==> config.mk <==
export PLATFORM = sky130hd
export DESIGN_NAME = tt_sweep_ctrl
export DESIGN_NICKNAME = d
export VERILOG_FILES = /design/src/rtl/tt_sweep_pkg.sv /design/src/rtl/tt_sweep_ctrl.sv
export SDC_FILE = /design/constraint.sdc
export NUM_CORES = 1
export LEC_CHECK = 0
export CAP_MARGIN = 20
export CORE_MARGIN = 3
export CORE_UTILIZATION = 40
export DETAILED_ROUTE_END_ITERATION = 8
export PLACE_DENSITY = 0.73
export SYNTH_ARGS = -nofsm -noshare
export SYNTH_HDL_FRONTEND = slang
export SYNTH_SLANG_ARGS = --single-unit
export TNS_END_PERCENT = 100
==> constraint.sdc <==
create_clock -name clk -period 1.94 [get_ports clk]
set_input_delay 0.485 -clock clk [delete_from_list [all_inputs] [get_ports clk]]
set_output_delay 0.485 -clock clk [all_outputs]
set_load 0.02 [all_outputs]
==> src/rtl/tt_sweep_pkg.sv <==
// Shared types and helpers for the truth-table sweep controller.
package tt_sweep_pkg;

  typedef enum logic [1:0] {
    IDLE   = 2'd0,
    DRIVE  = 2'd1,
    SAMPLE = 2'd2,
    DONE   = 2'd3
  } state_t;

  function automatic int ROWS_OF(input int n);
    return 1 << n;
  endfunction

endpackage

==> src/rtl/tt_sweep_ctrl.sv <==
// Truth-table sweep controller: drives every input row in ascending order and captures f(row).
// Optional self-compare against an expected table is enabled by defining TT_SWEEP_COMPARE_EN.
module tt_sweep_ctrl
  import tt_sweep_pkg::*;
#(
  parameter int N_IN = 3
) (
  input  logic                         clk,
  input  logic                         rst,
  input  logic                         start,
  output logic [N_IN-1:0]              fx_in,
  input  logic                         fx_out,
  output logic                         busy,
  output logic                         row_valid,
  output logic [N_IN-1:0]              row_idx,
  output logic                         done,
`ifdef TT_SWEEP_COMPARE_EN
  output logic [ROWS_OF(N_IN)-1:0]     table_out,
  input  logic [ROWS_OF(N_IN)-1:0]     expected,
  output logic                         mismatch,
  output logic [N_IN:0]                mismatch_cnt
`else
  output logic [ROWS_OF(N_IN)-1:0]     table_out
`endif
);

  localparam int                ROWS     = ROWS_OF(N_IN);
  localparam logic [N_IN-1:0]   LAST_ROW = N_IN'(ROWS - 1);
  localparam logic [N_IN-1:0]   IDX_ONE  = N_IN'(1);

  state_t state, state_next;
  logic   accept;
  logic   last_row;

  always_ff @(posedge clk) begin
    if (rst) state <= IDLE;
    else     state <= state_next;
  end

  // Next-state plus the two decoded outputs; the function is only driven while sweeping.
  always_comb begin
    state_next = state;
    fx_in      = '0;
    row_valid  = 1'b0;
    accept     = (state == IDLE) && start;
    last_row   = (row_idx == LAST_ROW);
    case (state)
      IDLE:   if (start) state_next = DRIVE;
      DRIVE: begin
        fx_in      = row_idx;
        state_next = SAMPLE;
      end
      SAMPLE: begin
        fx_in      = row_idx;
        row_valid  = 1'b1;
        state_next = last_row ? DONE : DRIVE;
      end
      DONE:   state_next = IDLE;
    endcase
  end

  always_ff @(posedge clk) begin
    if (rst) begin
      row_idx   <= '0;
      busy      <= 1'b0;
      done      <= 1'b0;
      table_out <= '0;
    end else begin
      done <= 1'b0;
      case (state)
        IDLE: begin
          row_idx <= '0;
          if (start) begin
            table_out <= '0;
            busy      <= 1'b1;
          end
        end
        SAMPLE: begin
          table_out[row_idx] <= fx_out;
          if (last_row) begin
            busy <= 1'b0;
            done <= 1'b1;
          end else begin
            row_idx <= row_idx + IDX_ONE;
          end
        end
        default: ;
      endcase
    end
  end

`ifdef TT_SWEEP_COMPARE_EN
  localparam logic [N_IN:0] CNT_ONE = (N_IN+1)'(1);

  logic row_miss;
  assign row_miss = (fx_out != expected[row_idx]);

  // The final row's miss is folded in directly so mismatch is valid in the DONE cycle.
  always_ff @(posedge clk) begin
    if (rst || accept) begin
      mismatch_cnt <= '0;
      mismatch     <= 1'b0;
    end else if (state == SAMPLE) begin
      if (row_miss) mismatch_cnt <= mismatch_cnt + CNT_ONE;
      if (last_row) mismatch <= (mismatch_cnt != '0) || row_miss;
    end
  end
`endif

endmodule
==> impl_metrics.tcl, run 1 <==
set metrics [dict create \
    status "complete, no violations" \
    synthAdderAreaFrac_pct 8.73 \
    nets 136 \
    worst_pin_slew_ns 0.273 \
    end_kind "output pin" \
    instances_no_fill 152 \
    grt_max_degree 15 \
    dp.cells 148 \
    crit_family "buffers and inverters" \
    critPathRequiredTime_ns 1.45 \
    port_buffers 20 \
    num_vias 827 \
    max_freq_mhz 543 \
    cts_made_buffers 3 \
    wl_met1_um 956 \
    htree_num_levels 1 \
    antenna_found_initial 0 \
    path_buf_inv 1 \
    cts_hold_buffers 0 \
    syn_to_final_growth_pct 34.8 \
    start_util_pct 42.9 \
    muxShareOfSynthArea_pct 1.31 \
    power_density_mw_per_mm2 630 \
    synth_compound_area_share_pct 23.1 \
    crit_type "flip-flop to output pin" \
    die_w_um 52.4 \
    route.met2.wl_um 969 \
    yosysWarnings 0 \
    yosys.area_share.xor_xnor_pct 0 \
    maxCapViolCount 0 \
    first_pass_iters 4 \
    ctsRootBufferMaster "clkbuf_4" \
    cts_resized 10 \
    ant_nets 0 \
    final_area_mm2 0.00116 \
    ys_seq_area_share_pct 34.9 \
    slew_viol_final 0 \
    r2r_slack_ns 0.22 \
    slowest_delay_ns 0.64 \
    coreArea_mm2 0.00200 \
    cts_sinks 15 \
    slew-limit-headroom_pct 81.7 \
    layout_min_cycle_time_ns 1.84 \
    ys_ff_latch 15 \
    synth.cell_area_um2 860 \
    wirelength_mm 2.04 \
    grt_first_pass_wirelength_mm 3.41 \
    crit_chain "clkdlybuf4s50_1" \
    setup-violations-final 0 \
    dpl.hpwl_mm 1.54 \
    cp.arrival_ns 1.36 \
    ir_worst_vdd_v 0.000399 \
    critPathMaxFanout 5 \
    overflow 0 \
    fill_cells 199 \
    cts.clk_slew.worst_paths_ns 0.10 \
    crit_path_top_delay_cell "clkdlybuf4s50_1" \
    hold_path_class "flip-flop to flip-flop" \
    skew_ns 0.00190 \
    synth-main-ff-cell "dfxtp_1" \
    synth.distinct_cells 32 \
    min_from "table_out[4]" \
    power_leakage_nw 0.496 \
    crit-reg2reg-launch "state[0]" \
    syn-num-nets 106 \
    synth_edf_count 0 \
    cts_max_path_buffers 2 \
    io_pins 21 \
    final_common_cell "clkdlybuf4s50_1" \
    cp-startpoint "row_idx[1]" \
    drc 0 \
    postPlaceCellArea_mm2 0.00115 \
    rsz0062_at_grt "no" \
    n_antenna_cell 0 \
    hold_viol 0 \
    grt_usage_pct 16.8 \
    final_cell_mix "clkdlybuf4s50_1 (16), dfxtp_1 (14), buf_4 (10)" \
    viasPerCell 5.44 \
    drtIter0Drc 8 \
    finalCritPeriodShare_pct 94.9 \
    top_layer "met4" \
    cts_tree "done" \
    synth_top_family_by_area "simple AND/OR/NAND/NOR gates" \
    wl_per_cell_um 13.4 \
    tns_ns 0 \
    postCtsSetupRepairBufs 0 \
    postSynth.asyncResetShare_pct 0 \
    drive_gt1_share_pct 17.6 \
    placementRows 16 \
    dieArea_mm2 0.00274 \
    cp-start-kind "flip-flop" \
    synthSimpleGateAreaFrac_pct 27.1 \
    gp_congestion 0.858 \
    netlist_instances 96 \
    grt_pass1_vias 769 \
    dieHeight_um 52.4 \
    insertion_delay_ns 0.29 \
    dr_wl_met3_um 72 \
    avgSynthCellArea_um2 8.95 \
]
## metrics by stage
stage | setup slack (ns) | hold slack, ns | util, % | total power, mW
floorplan | 0.303 | 0.461 | - | 0.469
global placement | 0.0793 | 0.436 | 57.3 | 0.536
detailed placement | 0.0406 | 0.441 | 57.3 | 0.545
CTS | 0.0210 | 0.465 | 58.8 | 0.729
global route | 0.0523 | 0.481 | 57.9 | 0.770
finish | 0.0996 | 0.460 | 57.9 | 0.729
## cell families (layout without fill, tap and decap cells)
family	count (synthesis)	in the layout
and+or+nand+nor	35	35
AOI/OAI and AO/OA	29	29
DFF	15	15
buffers and inverters	10	39
adders and majority gates	6	6
muxes	1	1
## path summary, 6_finish.rpt
| kind | cells past startpoint | end |
|---|---|---|
| setup / recovery | 1 | row_idx[1] |
| setup reg to reg | 7 | row_idx[0] |
| hold reg to reg | 1 | table_out[4] |
| hold / removal | 1 | table_out[4] |
## metal layers
layer,vias to the layer above,track usage [%]
met4,0,8.51
met1,393,21.5
met5,-,0
met3,4,3.13
li1,412,-
met2,18,26.7
## power breakdown
group	internal, mW	switching, mW	leakage [nW]
logic	0.0944	0.112	0.357
registers	0.323	0.00952	0.122
clock network	0.0767	0.114	0.0177
total	0.494	0.236	0.496
## cell usage after synthesis, drive strengths merged (3+ instances only)
master / n / area, µm²
buf: 3 / 15.0
a21oi: 4 / 20.0
o22ai: 6 / 37.5
ha: 6 / 75.1
and2: 4 / 27.5
nand2: 3 / 11.3
nor2b: 4 / 25.0
nand2b: 5 / 31.3
dfxtp: 15 / 300
o2bb2ai: 3 / 26.3
and3b: 5 / 43.8
inv: 5 / 18.8
nor3b: 4 / 30.0
o21ai: 6 / 30.0
## cell type report
class	instances	area, µm²	share of cell area, %
multi-input combinational	71	518	44.7
tap	27	33.8	2.92
inverter	5	18.8	1.62
clock inverter	1	5.00	0.432
timing repair buffer	30	259	22.4
clock buffer	3	22.5	1.94
sequential	15	302	26.0
## flip-flops by register name, indices dropped and copies added, names as in the netlist
register and flops:
busy 1, table_out 8, state 2, done 1, row_idx 3
(Power assumes the default switching activity.)
==> run 2, diff against run 1 <==
Settings changed: ABC_CLOCK_PERIOD_IN_PS from default to 1940.
==> results of run 2 <==
The final DEF is identical to that of run 1; final timing and power are the same.
==> run 3, diff against run 2 <==
Settings changed: GPL_TIMING_DRIVEN from default to 0.
==> impl_metrics.tcl, run 3 (synthesis gave the netlist of run 1 again) <==
set metrics [dict create \
    io_pins 21 \
    wl_per_cell_um 13.4 \
    fin_ws_ns 0.0486 \
    power_density_mw_per_mm2 637 \
    nets 131 \
    drive_gt1_share_pct 17.5 \
    crit_chain "clkdlybuf4s50_1" \
    port_buffers 19 \
    crit_type "flip-flop to output pin" \
    final_cell_mix "clkdlybuf4s50_1 (15), dfxtp_1 (12), buf_2 (6), o21ai_0 (6), o22ai_1 (6)" \
    htree_num_levels 1 \
    max_freq_mhz 529 \
    worst_pin_slew_ns 0.452 \
    busiest_layer "met2" \
    drc 0 \
    antenna_found_initial 0 \
    syn_to_final_growth_pct 29.1 \
    path_buf_inv 1 \
    dieArea_mm2 0.00274 \
    viasPerCell 5.51 \
    num_vias 810 \
    power.internal_mw 0.483 \
    grtUsageMet1_pct 20.6 \
    crit_path_top_delay_cell "clkdlybuf4s50_1" \
    cts.clk_slew.worst_paths_ns 0.10 \
    final_common_cell "clkdlybuf4s50_1" \
    overflow 0 \
    first_pass_iters 4 \
    crit_family "buffers and inverters" \
    rsz0062_at_grt "no" \
    gp_congestion 0.790 \
    cp.arrival_ns 1.41 \
    hold_path_class "flip-flop to flip-flop" \
    insertion_delay_ns 0.29 \
    dpl.hpwl_mm 1.49 \
    slowest_delay_ns 0.65 \
    setup-violations-final 0 \
    clockPowerShare_pct 25.9 \
    placementRows 16 \
    pwr-share-seq_pct 47.5 \
    skew_ns 0.00792 \
    r2r_slack_ns 0.26 \
    slew_viol_final 0 \
    whs_ns 0.461 \
    maxCapViolCount 0 \
    holdPathStages 1 \
    cp-startpoint "row_idx[1]" \
    start_util_pct 42.9 \
    die_w_um 52.4 \
    hold_viol 0 \
    rr_endpoint "row_idx[0]" \
    status "complete, no violations" \
    reg2reg_depth 5 \
    ir_worst_vdd_v 0.000371 \
    coreArea_mm2 0.00200 \
    drtIter0Drc 14 \
    cts_made_buffers 3 \
    grt_util_met2_pct 26.2 \
    utilization_pct 55.4 \
    critPathMaxFanout 8 \
    dp.cells 142 \
    regMostFlops "table_out" \
    crit_end "row_idx[1]" \
    dieHeight_um 52.4 \
    combPwrFrac_pct 26.6 \
    power.switching_mw 0.224 \
    wirelength_mm 1.97 \
    cts_sinks 15 \
    grt_first_pass_wirelength_mm 3.30 \
    cts_max_path_buffers 2 \
    ant_nets 0 \
    instances_no_fill 147 \
    cp-start-kind "flip-flop" \
    ctsRootBufferMaster "clkbuf_4" \
    critPathRequiredTime_ns 1.45 \
    crit-reg2reg-launch "row_idx[0]" \
    layout_min_cycle_time_ns 1.89 \
    top_regs "table_out x8, row_idx x3, state x2" \
    n_antenna_cell 0 \
    finalCritPeriodShare_pct 97.5 \
    grt_usage_pct 16.0 \
    power_leakage_nw 0.467 \
    grt_pass1_vias 719 \
    met3_usage_pct 5.13 \
    cts_tree "done" \
    end_kind "output pin" \
    place_ws_ns -0.0855 \
    largest_reg_flops 8 \
    grt_max_degree 11 \
    p_sw_share_pct 31.7 \
    path_depth 1 \
    slew-limit-headroom_pct 69.9 \
]
run 3: cell count changes in the layout (fill, tap and decap cells not counted), sizes merged:
cell	delta
buf	-6
clkbuf	+2
clkdlybuf4s50	-1
run 3: layout make-up:
type / instances / area [µm²]
fill: 201 / 892
multi-input combinational: 71 / 520
sequential: 15 / 304
timing repair buffer: 20 / 181
tap: 27 / 33.8
buffer: 5 / 23.8
clock buffer: 3 / 22.5
inverter: 5 / 18.8
clock inverter: 1 / 5.00
run 3: repair_timing:
action,CTS,global route
gates resized for setup,13,6
pin swaps,0,1
buffers inserted,0,1
hold buffers,0,0
endpoints found under the hold margin,0,0
setup endpoints to repair,4,5
run 3: how the worst min path moves through the flow:
stage | start | to | slack [ns]
4_1_cts | table_out[1] | table_out[1] | 0.46
6_report | table_out[4] | table_out[4] | 0.46
5_1_grt | table_out[7] | table_out[7] | 0.48
3_3_place_gp | table_out[4] | table_out[4] | 0.44
3_5_place_dp | table_out[4] | table_out[4] | 0.45
2_1_floorplan | state[0] | state[1] | 0.46
run 3: stage by stage:
stage                     power, mW  cell area [µm²]  setup TNS [ns]
after global placement        0.519             1080         -0.0417
after floorplan               0.469              860               0
final                         0.707             1110               0
after global routing          0.746             1110               0
after detailed placement      0.525             1080         -0.0926
after CTS                     0.707             1120               0
run 3: power groups by stage:
stage | clock network, mW | logic [mW] | registers, mW
6_report | 0.183 | 0.188 | 0.336
2_1_floorplan | 0 | 0.123 | 0.346
3_5_place_dp | 0 | 0.185 | 0.340
4_1_cts | 0.189 | 0.184 | 0.334
5_1_grt | 0.200 | 0.209 | 0.337
3_3_place_gp | 0 | 0.180 | 0.339
run 3: routing by layer:
| metal | part of all wire (%) | wire length [µm] | up-vias |
|---|---|---|---|
| li1 | - | - | 407 |
| met5 | 0 | 0 | - |
| met3 | 4.3 | 84 | 2 |
| met4 | 0.87 | 17 | 0 |
| met1 | 48 | 946 | 381 |
| met2 | 47 | 917 | 20 |
